## src/rtl/image_read_stream.sv

```systemverilog
// rtl/image_read_stream.sv - frame-memory reader streaming brightness/threshold-processed pixel beats
// Define BOTTOM_UP_EN to read source rows bottom-up; default build reads top-down.
module image_read_stream #(
  parameter int WIDTH          = 768,
  parameter int HEIGHT         = 512,
  parameter int PPC            = 2,
  parameter int START_UP_DELAY = 100,
  parameter int HSYNC_DELAY    = 160,
  localparam int AW            = $clog2(WIDTH*HEIGHT/PPC)
) (
  input  logic              HCLK,
  input  logic              HRESET,
  input  logic              start,
  input  logic [1:0]        mode,
  input  logic [7:0]        value,
  output logic              mem_rd,
  output logic [AW-1:0]     mem_addr,
  input  logic [24*PPC-1:0] mem_rdata,
  output logic              out_valid,
  input  logic              out_ready,
  output logic [24*PPC-1:0] out_data,
  output logic              out_sof,
  output logic              out_eof,
  output logic              out_sol,
  output logic              out_eol,
  output logic              VSYNC,
  output logic              HSYNC,
  output logic              busy,
  output logic              ctrl_done
);

  localparam int DW   = 24*PPC;
  localparam int EW   = DW + 4;
  localparam int WPL  = WIDTH/PPC;
  localparam int WW   = (WPL > 1) ? $clog2(WPL) : 1;
  localparam int RW   = (HEIGHT > 1) ? $clog2(HEIGHT) : 1;
  localparam int MAXD = (START_UP_DELAY > HSYNC_DELAY) ? START_UP_DELAY : HSYNC_DELAY;
  localparam int CW   = $clog2(MAXD + 2);

  localparam logic [CW-1:0] VB_LAST   = CW'((START_UP_DELAY > 0) ? START_UP_DELAY - 1 : 0);
  localparam logic [CW-1:0] HB_LAST   = CW'((HSYNC_DELAY > 0) ? HSYNC_DELAY - 1 : 0);
  localparam logic [WW-1:0] WORD_LAST = WW'(WPL - 1);
  localparam logic [RW-1:0] ROW_LAST  = RW'(HEIGHT - 1);
  localparam logic [AW-1:0] LINE_STEP = AW'(WPL);
`ifdef BOTTOM_UP_EN
  localparam logic [AW-1:0] BASE_INIT = AW'((HEIGHT - 1) * WPL);
`else
  localparam logic [AW-1:0] BASE_INIT = '0;
`endif

  typedef enum logic [2:0] {IDLE, VBLANK, HBLANK, LINE, FLUSH} state_t;

  state_t          state_q, state_d;
  logic [CW-1:0]   blank_q, blank_d;
  logic [WW-1:0]   word_q, word_d;
  logic [RW-1:0]   row_q, row_d;
  logic [AW-1:0]   base_q, base_d;
  logic [1:0]      mode_q, mode_d;
  logic [7:0]      value_q, value_d;
  logic            mem_rd_q, mem_rd_d;
  logic [AW-1:0]   mem_addr_q, mem_addr_d;
  logic [3:0]      rd_flags_q, rd_flags_d;
  logic            pend_q, pend_d;
  logic [3:0]      pend_flags_q, pend_flags_d;
  logic            vsync_q, vsync_d;
  logic            hsync_q, hsync_d;
  logic            busy_q, busy_d;
  logic            done_q, done_d;
  logic [EW-1:0]   fifo_q [4];
  logic [EW-1:0]   fifo_d [4];
  logic [1:0]      wr_ptr_q, wr_ptr_d;
  logic [1:0]      rd_ptr_q, rd_ptr_d;
  logic [2:0]      count_q, count_d;

  logic [DW-1:0]   proc_data;
  logic [EW-1:0]   head;
  logic [2:0]      in_use;
  logic            room;
  logic            pop;

  // Per-pixel operation; pixel is {R,G,B} with R in the top byte.
  function automatic logic [23:0] process_pixel(input logic [23:0] p, input logic [1:0] m,
                                                input logic [7:0] v);
    logic [23:0] r;
    logic [8:0]  t;
    logic [9:0]  sum;
    logic [9:0]  avg;
    r   = p;
    t   = '0;
    sum = 10'(p[23:16]) + 10'(p[15:8]) + 10'(p[7:0]);
    avg = sum / 10'd3;
    case (m)
      2'b01: begin
        for (int k = 0; k < 3; k++) begin
          t = {1'b0, p[8*k +: 8]} + {1'b0, v};
          r[8*k +: 8] = t[8] ? 8'hFF : t[7:0];
        end
      end
      2'b10: begin
        for (int k = 0; k < 3; k++) begin
          t = {1'b0, p[8*k +: 8]} - {1'b0, v};
          r[8*k +: 8] = t[8] ? 8'h00 : t[7:0];
        end
      end
      2'b11:   r = (avg > {2'b00, v}) ? 24'hFFFFFF : 24'h000000;
      default: r = p;
    endcase
    return r;
  endfunction

  always_comb begin
    proc_data = '0;
    for (int k = 0; k < PPC; k++) begin
      proc_data[24*k +: 24] = process_pixel(mem_rdata[24*k +: 24], mode_q, value_q);
    end
  end

  assign head      = fifo_q[rd_ptr_q];
  assign out_valid = (count_q != 3'd0);
  assign pop       = out_valid && out_ready;
  // Reserve a FIFO slot for every read still travelling through the memory pipeline.
  assign in_use    = count_q + {2'b00, mem_rd_q} + {2'b00, pend_q};
  assign room      = (in_use < 3'd4);

  always_comb begin
    state_d      = state_q;
    blank_d      = blank_q;
    word_d       = word_q;
    row_d        = row_q;
    base_d       = base_q;
    mode_d       = mode_q;
    value_d      = value_q;
    mem_rd_d     = 1'b0;
    mem_addr_d   = mem_addr_q;
    rd_flags_d   = 4'b0000;
    pend_d       = mem_rd_q;
    pend_flags_d = rd_flags_q;

    case (state_q)
      IDLE: begin
        if (start) begin
          state_d = VBLANK;
          blank_d = '0;
          word_d  = '0;
          row_d   = '0;
          base_d  = BASE_INIT;
          mode_d  = mode;
          value_d = value;
        end
      end
      VBLANK: begin
        if (blank_q == VB_LAST) begin
          state_d = HBLANK;
          blank_d = '0;
        end else begin
          blank_d = blank_q + 1'b1;
        end
      end
      HBLANK: begin
        if (blank_q == HB_LAST) begin
          state_d = LINE;
          blank_d = '0;
        end else begin
          blank_d = blank_q + 1'b1;
        end
      end
      LINE: begin
        if (room) begin
          mem_rd_d   = 1'b1;
          mem_addr_d = base_q + AW'(word_q);
          rd_flags_d = {(row_q == '0) && (word_q == '0),
                        (word_q == '0),
                        (word_q == WORD_LAST),
                        (row_q == ROW_LAST) && (word_q == WORD_LAST)};
          if (word_q == WORD_LAST) begin
            word_d = '0;
`ifdef BOTTOM_UP_EN
            base_d = base_q - LINE_STEP;
`else
            base_d = base_q + LINE_STEP;
`endif
            if (row_q == ROW_LAST) begin
              state_d = FLUSH;
            end else begin
              row_d   = row_q + 1'b1;
              state_d = HBLANK;
              blank_d = '0;
            end
          end else begin
            word_d = word_q + 1'b1;
          end
        end
      end
      FLUSH: begin
        if (pop && head[DW]) state_d = IDLE;
      end
      default: state_d = IDLE;
    endcase

    vsync_d = (state_d == VBLANK);
    hsync_d = (state_d == LINE);
    busy_d  = (state_d != IDLE);
    done_d  = pop && head[DW];
  end

  // Entries are {sof, sol, eol, eof, data}; data returns one cycle after the strobe.
  always_comb begin
    fifo_d   = fifo_q;
    wr_ptr_d = wr_ptr_q;
    rd_ptr_d = rd_ptr_q;
    if (pend_q) begin
      fifo_d[wr_ptr_q] = {pend_flags_q, proc_data};
      wr_ptr_d         = wr_ptr_q + 2'd1;
    end
    if (pop) rd_ptr_d = rd_ptr_q + 2'd1;
    count_d = count_q + {2'b00, pend_q} - {2'b00, pop};
  end

  always_ff @(posedge HCLK) begin
    if (HRESET) begin
      state_q      <= IDLE;
      blank_q      <= '0;
      word_q       <= '0;
      row_q        <= '0;
      base_q       <= '0;
      mode_q       <= '0;
      value_q      <= '0;
      mem_rd_q     <= 1'b0;
      mem_addr_q   <= '0;
      rd_flags_q   <= '0;
      pend_q       <= 1'b0;
      pend_flags_q <= '0;
      vsync_q      <= 1'b0;
      hsync_q      <= 1'b0;
      busy_q       <= 1'b0;
      done_q       <= 1'b0;
      wr_ptr_q     <= '0;
      rd_ptr_q     <= '0;
      count_q      <= '0;
      for (int i = 0; i < 4; i++) fifo_q[i] <= '0;
    end else begin
      state_q      <= state_d;
      blank_q      <= blank_d;
      word_q       <= word_d;
      row_q        <= row_d;
      base_q       <= base_d;
      mode_q       <= mode_d;
      value_q      <= value_d;
      mem_rd_q     <= mem_rd_d;
      mem_addr_q   <= mem_addr_d;
      rd_flags_q   <= rd_flags_d;
      pend_q       <= pend_d;
      pend_flags_q <= pend_flags_d;
      vsync_q      <= vsync_d;
      hsync_q      <= hsync_d;
      busy_q       <= busy_d;
      done_q       <= done_d;
      wr_ptr_q     <= wr_ptr_d;
      rd_ptr_q     <= rd_ptr_d;
      count_q      <= count_d;
      for (int i = 0; i < 4; i++) fifo_q[i] <= fifo_d[i];
    end
  end

  assign mem_rd    = mem_rd_q;
  assign mem_addr  = mem_addr_q;
  assign out_data  = out_valid ? head[DW-1:0] : '0;
  assign out_sof   = out_valid & head[DW+3];
  assign out_sol   = out_valid & head[DW+2];
  assign out_eol   = out_valid & head[DW+1];
  assign out_eof   = out_valid & head[DW];
  assign VSYNC     = vsync_q;
  assign HSYNC     = hsync_q;
  assign busy      = busy_q;
  assign ctrl_done = done_q;

endmodule

```

## config.mk

```make
export PLATFORM = sky130hd
export DESIGN_NAME = image_read_stream
export DESIGN_NICKNAME = d
export VERILOG_FILES = /design/src/rtl/image_read_stream.sv
export SDC_FILE = /design/constraint.sdc
export NUM_CORES = 1
export LEC_CHECK = 0
export CELL_PAD_IN_SITES_DETAIL_PLACEMENT = 0
export CELL_PAD_IN_SITES_GLOBAL_PLACEMENT = 1
export CORE_MARGIN = 3
export CORE_UTILIZATION = 41
export DETAILED_ROUTE_END_ITERATION = 12
export PLACE_DENSITY_LB_ADDON = 0.1
export RECOVER_POWER = 50
export SYNTH_ARGS = -nofsm -noshare
export SYNTH_HDL_FRONTEND = slang
export SYNTH_SLANG_ARGS = --single-unit
```

## constraint.sdc

```tcl
create_clock -name HCLK -period 7.7 [get_ports HCLK]
set_input_delay 1.54 -clock HCLK [delete_from_list [all_inputs] [get_ports HCLK]]
set_output_delay 1.54 -clock HCLK [all_outputs]
set_load 0.01 [all_outputs]
```

# --- Yosys cells after proc, flatten, opt, wreduce, memory -nomap -nowiden ---
# Index checks and enable logic that the tools add are counted.
# Widths: inputs -> output; s select.
classes:
  reduce_logical: 20
  n_eq_ne: 17
  div: 2
  order_cmp: 6
  bitwise: 8
  n_mux: 51
  n_addsub: 27
op_table:
  columns: ["op", "count"]
  rows:
  - ["$bwmux 208", 1]
  - ["$mux 52", 3]
  - ["$mux 8", 18]
  - ["$pmux 24 s3", 2]
  - ["$bmux 52 s2", 1]
  - ["$demux 52 s2", 1]
  - ["$add 8x8->9", 8]
  - ["$mux 18", 3]
  - ["$mux 9", 6]
  - ["$sub 8x8->9", 6]
  - ["$mux 24", 2]
  - ["$mux 48", 1]
  - ["$pmux 18 s2", 1]
  - ["$pmux 9 s2", 2]
  - ["$pmux 8 s4", 1]
  - ["$mux 3", 7]
  - ["$add 9x8->10", 2]
  - ["$div 10x2->10 const B", 2]
  - ["$gt 10x8->1", 2]
  - ["$add 18x9->18", 1]
  - ["$add 18x9->18 const B", 1]
  - ["$add 9x1->9 const B", 2]
  - ["$eq 9x9->1 const B", 2]
  - ["$logic_not 9->1", 2]
  - ["other kinds (31)", 54]
totals:
  register_bits: 304
  output_inout_bits: 76
  wordCells: 154
  inputBits: 62

# --- Logic depth before layout (Yosys ltp) ---
# Gate-level depths: netlist of run 1.
logic_depth:
  ltp_word: 8
  mapped_depth: 33
  ltp_nobuf: 32

# --- Worst setup path after synthesis of run 1 ---
# OpenSTA, ideal clock, no wires.
synth_path:
  path_kind: "input-to-reg"
  start: "in mem_rdata[1]"
  end: "reg fifo_q[112] (netlist bit)"
  t_required_ps: 7563
  setup_ps: 137
  path_buffers: 0
  cell_stages: 32
  setup_slack_ps: -504
  arrival_ps: 8067
  path_cell_list: "inv_1 fa_1 inv_1 ha_1 fa_1 a21o_1 a22o_4 or2_4 a311oi_4 a21oi_1 a21oi_1 o211ai_1 o21ai_1 nand3_1 o21ai_0 ha_1 nand3b_1 or4b_1 o311ai_1 o22a_1 ha_1 nor2b_1 o21a_1 o21a_1 o21a_1 o21a_1 o21ai_0 a21oi_1 nor2_1 o21ai_2 o32ai_1 o31ai_1"
synth_via:
  elab_chain_cells: 6
synth_rtl:
  columns: ["item", "line", "source"]
  rows:
  - ["from (decl)", "18", "input logic [24*PPC-1:0] mem_rdata,"]
  - ["$add 9x8->10", "90", "sum = 10'(p[23:16]) + 10'(p[15:8]) + 10'(p[7:0]);"]
  - ["$div 10x2->10", "91", "avg = sum / 10'd3;"]
  - ["$gt 10x8->1", "105", "2'b11: r = (avg > {2'b00, v}) ? 24'hFFFFFF : 24'h000000;"]
  - ["$mux 24", "105", null]
  - ["$pmux 24 s3", "92", "case (m)"]
  - ["$bwmux 208", "212", "fifo_d[wr_ptr_q] = {pend_flags_q, proc_data};"]
  - ["to (decl)", "69", "logic [EW-1:0] fifo_q [4];"]
# Every way passes these cells.
# A chain may end at the register's enable or synchronous reset.

# --- Worst setup path after layout of run 1 ---
layout_path:
  start: "in mem_rdata[15]"
  end: "reg fifo_q[19] (netlist bit)"
layout_via:
  elab_chain_cells: 7
layout_rtl:
  columns: ["item", "line"]
  rows:
  - ["$add 8x8->9", "90"]
  - ["$add 9x8->10", "90"]
  - ["$div 10x2->10", "91"]
  - ["$gt 10x8->1", "105"]
  - ["$mux 24", "105"]
  - ["$pmux 24 s3", "92"]
  - ["$bwmux 208", "212"]
# Every way passes these cells.

==> results of run 1 <==
where the power goes:
part | switching [uW] | total (uW) | internal [uW]
sequential | 81.6 | 1640 | 1560
combinational | 1330 | 2480 | 1160
clock | 692 | 1650 | 961
total | 2100 | 5770 | 3680
registers in the layout, summed over array words and instances, names as in the netlist, 2 cells and up:
name	cells
fifo_q	208
mem_addr	18
base_q	11
row_q	9
word_q	9
blank_q	8
value_q	8
pend_flags_d	4
pend_flags_q	4
count_q	3
state_q	3
mode_q	2
rd_ptr_q	2
wr_ptr_q	2
cell type report:
| cell class | instances | area (um^2) |
|---|---|---|
| inverter | 124 | 469 |
| clock buffer | 47 | 1000 |
| tap | 607 | 759 |
| sequential | 297 | 5950 |
| clock inverter | 16 | 131 |
| antenna | 1 | 2.50 |
| multi-input combinational | 1784 | 13700 |
| fill | 4368 | 21800 |
| timing repair buffer | 386 | 3280 |
kinds of logic after synthesis:
kind of cell | count (synthesis) | share of synthesized area
compound gates | 759 | 0.263
simple gates | 730 | 0.171
flops | 297 | 0.301
buf+inv | 270 | 0.0524
fa+ha+maj | 176 | 0.123
xor+xnor | 60 | 0.0266
mux | 59 | 0.0631
worst max-delay path, delay by kind of cell:
| kind | cells | cell delay, ps |
|---|---|---|
| adders and majority gates | 4 | 1400 |
| AOI/OAI and AO/OA | 16 | 2680 |
| muxes | 1 | 140 |
| buffers and inverters | 5 | 1020 |
| and+or+nand+nor | 7 | 1270 |
placed cells by master, fill, tap and decap left out, types with 17 or more instances in the layout:
master           instances
dfxtp_1                295
buf_4                  239
nand2_1                231
a21oi_1                227
nor2_1                 180
ha_1                   132
inv_1                  109
nand3_1                 92
clkdlybuf4s50_1         78
o21ai_0                 62
o31ai_1                 56
o211ai_1                54
mux4_2                  52
and2_1                  51
o21bai_1                42
clkbuf_16               38
nor3_1                  36
a21o_1                  35
xor2_1                  32
xnor2_1                 27
fa_1                    27
dlygate4sd3_1           27
a31o_2                  22
o21a_1                  20
nor2b_1                 20
o221ai_1                18
a211oi_1                17
o21ai_1                 17
a221o_1                 17
routing by layer:
| layer | routed length, um | share of wire | global-route usage | vias up |
|---|---|---|---|---|
| li1 | - | - | - | 9121 |
| met1 | 32400 | 0.46 | 0.384 | 9290 |
| met2 | 31100 | 0.45 | 0.418 | 637 |
| met3 | 4170 | 0.060 | 0.0371 | 120 |
| met4 | 2030 | 0.029 | 0.0882 | 0 |
| met5 | 0 | 0 | 0 | - |
through the flow:
| step | std cells | TNS [ps] |
|---|---|---|
| 2_1_floorplan | 2351 | -1900 |
| 3_3_place_gp | 3174 | -138740 |
| 3_5_place_dp | 3174 | -149710 |
| 4_1_cts | 3248 | 0 |
| 5_1_grt | 3262 | -17680 |
| 6_report | 3262 | 0 |
timing repair:
action,4_1_cts,5_1_grt
endpoints found under the setup margin,192,192
gates cloned,0,0
setup buffers,11,13
resized for setup,70,137
pin swaps,34,75
hold buffers,0,0
final timing paths:
kind                                      start               to  depth (start not counted)
worst max register to register       value_q[1]       fifo_q[26]                         15
worst min-delay path            pend_flags_d[0]  pend_flags_q[0]                          1
worst min register to register  pend_flags_d[0]  pend_flags_q[0]                          1
worst max-delay path              mem_rdata[15]       fifo_q[19]                         33
==> out/results.ini, run 1 <==
[outcome]
status = finished with violations
violations = capacitance limit, slew limit

[clock_network]
clock-root-buffer = clkbuf_16
cts-htree-levels = 2
clkTransAtPathRegs_ps = 60
cts_buffers = 38
cts_sinks = 297
cts_tree = built
insertion_delay_ps = 550
cts_buffer_depth = 3

[drt]
dr.pass1.iters = 5
ant_nets = 0
drc_errors = 0
vias = 19200
drt-initial-drc-count = 1500
vias_per_cell = 5.88
wl_per_cell_um = 21.4
wl_um = 69700

[power_and_ir_drop]
leakage_uw = 0.00992
irDropWorstVdd_mv = 0.150
cellPowerDensity_mw_per_mm2 = 229
finalPower_uw = 5770

[yosys]
netlist_area_mm2 = 0.0198
synthArstFlopShare = 0
netlist_instances = 2351
yosys_warnings = 0
synth_cell_types = 95
syn_area_per_cell_um2 = 8.41
synth-edff-count = 0
syn-num-nets = 2588
ys_seq_area_frac = 0.301
yosys_most_used_dff = dfxtp_1
synth_top_area_frac = 0.301
synth_commonest_cells = 297 x dfxtp_1, 250 x a21oi_1, 237 x nand2_1
yosysTopAreaCell = dfxtp_1
synth_area_leaders = dfxtp_1 30%, ha_1 9.1%, a21oi_1 6.3%, mux4_2 5.9%, nand2_1 4.5%
yosysMostFrequentCell = dfxtp_1
ys_ff_latch = 297

[timing]
rsz0062_at_grt = yes
maxSlewViolCount = 100
whs_ps = 440
tightest_slew_ps = 2140
relSlewSlack = -0.424
min_period_over_period = 0.995
timing.final.ws_setup_ps = 42.0
final_hold_viol_count = 0
fmax_ghz = 0.131
finalCriticalPeriod_ps = 7660
finalSetupViolCount = 0
finClkSkew_ps = 23.5

[global_route]
antenna_found_initial = 2
grt_pass1_vias = 18500
grt_max_degree = 119
grt_use_total = 0.268
grt_overflow_total = 0
grt_pass1_wl_um = 107000

[worst_setup_path]
crit_arrival_ps = 8050
critPathKind = in -> reg
slowest_stage = fa_1
cpPeakStageDelay_ps = 550
worstSetupEndpointType = flop
rrSetupSlack_ps = 3220
startpoint_type = primary input
crit_path_frequent_cell = o21a_1
worstPathRequired_ps = 8090
crit_fanout = 8

[placement]
place.gp.congestion = 0.898
dp_hpwl_um = 47900
io_buffers = 137
post-place-ws_ps = -961
place_area_mm2 = 0.0232

[hold_path]
hp-class = reg -> reg

[floorplan]
rows = 79
io-pin-count = 138
initial_core_util = 0.420
die_w_um = 226
dieArea_mm2 = 0.0509
die_h_um = 226
core_mm2 = 0.0471

[final_layout]
drive_gt1_frac = 0.211
syn2layout_area_growth_pct = 27.8
layout.nets = 2868
final_cell_area_mm2 = 0.0253
utilization = 0.537

[run]
drv_cap = 3

No activity file was read; power rests on OpenSTA's default activity.
==> inputs of run 2 (changes only) <==
--- a/config.mk
+++ b/config.mk
@@ -9,6 +9,7 @@
 export CELL_PAD_IN_SITES_GLOBAL_PLACEMENT = 1
 export CORE_MARGIN = 3
 export CORE_UTILIZATION = 41
+export CTS_CLUSTER_SIZE = 40
 export DETAILED_ROUTE_END_ITERATION = 12
 export PLACE_DENSITY_LB_ADDON = 0.1
 export RECOVER_POWER = 50
==> results of run 2 <==
Final layout, timing and power as in run 1 (identical DEF).
==> inputs of run 3 (changes only) <==
--- a/config.mk
+++ b/config.mk
@@ -8,7 +8,7 @@
 export CELL_PAD_IN_SITES_DETAIL_PLACEMENT = 0
 export CELL_PAD_IN_SITES_GLOBAL_PLACEMENT = 1
 export CORE_MARGIN = 3
-export CORE_UTILIZATION = 41
+export CORE_UTILIZATION = 46
 export CTS_CLUSTER_SIZE = 40
 export DETAILED_ROUTE_END_ITERATION = 12
 export PLACE_DENSITY_LB_ADDON = 0.1
==> constraint.sdc (replaced) <==
create_clock -name HCLK -period 7.6 [get_ports HCLK]
set_input_delay 1.52 -clock HCLK [delete_from_list [all_inputs] [get_ports HCLK]]
set_output_delay 1.52 -clock HCLK [all_outputs]
set_load 0.01 [all_outputs]
==> run 3 against run 2 <==
- the flow finishes with violations (capacitance limit, slew limit, setup timing)
- hold slack better by 12 ps
- count of clock-buffer cells in the layout up 3
- clock power about the same
- critical path type unchanged
- critical endpoint is now fifo_q[172]
- largest power group unchanged
==> out/results.ini, run 3 (synthesis results as in run 1) <==
[global_route]
grt_use_total = 0.298  ; +0.0293
grt_overflow_total = 0  ; unchanged
antenna_found_initial = 2  ; unchanged
grt_pass1_vias = 19000  ; +2.9%
grt_max_degree = 86  ; -28%
grt_pass1_wl_um = 106000  ; -0.96%

[placement]
place.gp.congestion = 0.926  ; +3.1%
io_buffers = 137  ; unchanged
dp_cells = 3124  ; -1.6%
dp_hpwl_um = 47600  ; -0.49%
place_area_mm2 = 0.0233  ; +0.29%

[timing]
finalSetupViolCount = 5  ; +5
relSlewSlack = -1.55  ; -1.13
finClkSkew_ps = 19.0  ; -4.57 ps
rsz0062_at_grt = yes
maxSlewViolCount = 185  ; +85%
min_period_over_period = 1.00
fmax_ghz = 0.131
finalCriticalPeriod_ps = 7620
timing.final.ws_setup_ps = -18.6  ; -60.6 ps
whs_ps = 451  ; +11.6 ps
setup_tns_ps = -46.9  ; -46.9 ps
tightest_slew_ps = 3830  ; +1690 ps
final_hold_viol_count = 0  ; unchanged

[final_layout]
syn2layout_area_growth_pct = 28.2
largest_register_ffs = 208  ; unchanged
mostFrequentLayoutCells = 296 x dfxtp_1, 252 x buf_4, 233 x nand2_1
final_common_cell = dfxtp_1
drive_gt1_frac = 0.215  ; +0.00377
layout.nets = 2886  ; +0.63%
final-instance-count-excl-fill = 3207  ; -1.7%
final_cell_area_mm2 = 0.0253  ; +0.33%
n_antenna_cell = 0  ; -1
top_register = fifo_q

[floorplan]
die_h_um = 213  ; -5.4%
core_mm2 = 0.0422  ; -10%
rows = 75  ; -5.1%
die_w_um = 213  ; -5.4%
dieArea_mm2 = 0.0455  ; -11%
io-pin-count = 138  ; unchanged
initial_core_util = 0.468  ; +0.0480

[power_and_ir_drop]
leakage_uw = 0.0100  ; +0.99%
finalPower_uw = 5860  ; +1.5%
cellPowerDensity_mw_per_mm2 = 231  ; +1.2%
irDropWorstVdd_mv = 0.168  ; +12%

[drt]
dr.pass1.iters = 5  ; unchanged
wl_per_cell_um = 21.5  ; +0.40%
drc_errors = 0  ; unchanged
vias_per_cell = 6.05  ; +3.0%
ant_nets = 0  ; unchanged
wl_um = 68800  ; -1.3%
drt-initial-drc-count = 1657  ; +10%
vias = 19400  ; +1.3%

[worst_setup_path]
crit_cells = 30  ; -9.1%
r2r-start = value_q[2]
rrSetupSlack_ps = 3270  ; +50 ps
crit_buf_inv = 2  ; -3
crit_arrival_ps = 8040  ; about the same
worstSetupEndpointType = flop
cp-endpoint = fifo_q[172]
crit_path_frequent_cell = o21a_1
worstPathRequired_ps = 8020  ; -70 ps
worstSetupStartpoint = mem_rdata[22]
slowest_stage = clkdlybuf4s50_1
regToRegEndpoint = fifo_q[26]
critPathKind = in -> reg
cp_top_family = compound AO/OA/AOI/OAI gates
cpPeakStageDelay_ps = 510  ; -40 ps
crit_fanout = 8  ; unchanged
r2r_cells = 14  ; -1
startpoint_type = primary input

[clock_network]
cts-hold-fix-buffers = 0  ; unchanged
insertion_delay_ps = 550  ; about the same
cts_buffer_depth = 3  ; unchanged
clock-root-buffer = clkbuf_16
cts_tree = built
cts_sinks = 297  ; unchanged
cts_buffers = 36  ; -5.3%
cts-htree-levels = 2  ; unchanged
clkTransAtPathRegs_ps = 60  ; about the same

[hold_path]
hp-class = reg -> reg

[outcome]
status = finished with violations
violations = capacitance limit, slew limit, setup timing

[run]
drv_cap = 4  ; +1

==> run 3: what timing repair did <==
item                       4_1_cts  5_1_grt
hold endpoints to repair         0        0
gates resized for setup         67      150
setup buffers                   14       14
cloned                           0        0
setup endpoints to repair      192      192
pin swaps                       31       93
==> run 3: worst min-delay path by stage <==
stage	from	to	cells after the start
2_1_floorplan	pend_flags_d[0]	pend_flags_q[0]	1
3_3_place_gp	fifo_q[129]	fifo_q[129]	2
3_5_place_dp	fifo_q[80]	fifo_q[80]	2
4_1_cts	fifo_q[80]	fifo_q[80]	2
5_1_grt	fifo_q[49]	fifo_q[49]	2
6_report	fifo_q[17]	fifo_q[17]	2
==> run 3: through the flow <==
step,setup WS (ps),util
final,-18.6,0.600
after global routing,-348,0.600
after CTS,2.08,0.585
after detailed placement,-1090,0.552
after global placement,-1070,0.552
after floorplan,-129,-
==> run 3: metal layers <==
metal | vias up | global-route usage | share of wire
met1 | 9409 | 0.411 | 0.44
met4 | 4 | 0.103 | 0.032
met3 | 126 | 0.0583 | 0.081
li1 | 9146 | - | -
met2 | 726 | 0.469 | 0.45
met5 | - | 0 | 0.00039
==> run 3: area by class of cell <==
| class | instances | area, um^2 |
|---|---|---|
| Tap cell | 539 | 674 |
| Multi-Input combinational cell | 1784 | 13700 |
| Timing Repair Buffer | 406 | 3440 |
| Sequential cell | 297 | 5950 |
| Fill cell | 3789 | 16900 |
| Inverter | 124 | 469 |
| Clock buffer | 50 | 1040 |
| Clock inverter | 7 | 76.3 |
==> run 3: tightest hold or removal path: stages, from the launching register on <==
cell and delay [ps]:
dfxtp_1 310, nand2_1 50, a21oi_1 50
==> run 3: report_power, final <==
group          switching (uW)  total [uW]  internal [uW]
combinational            1340        2550           1200
sequential               83.8        1660           1580
clock                     674        1650            980
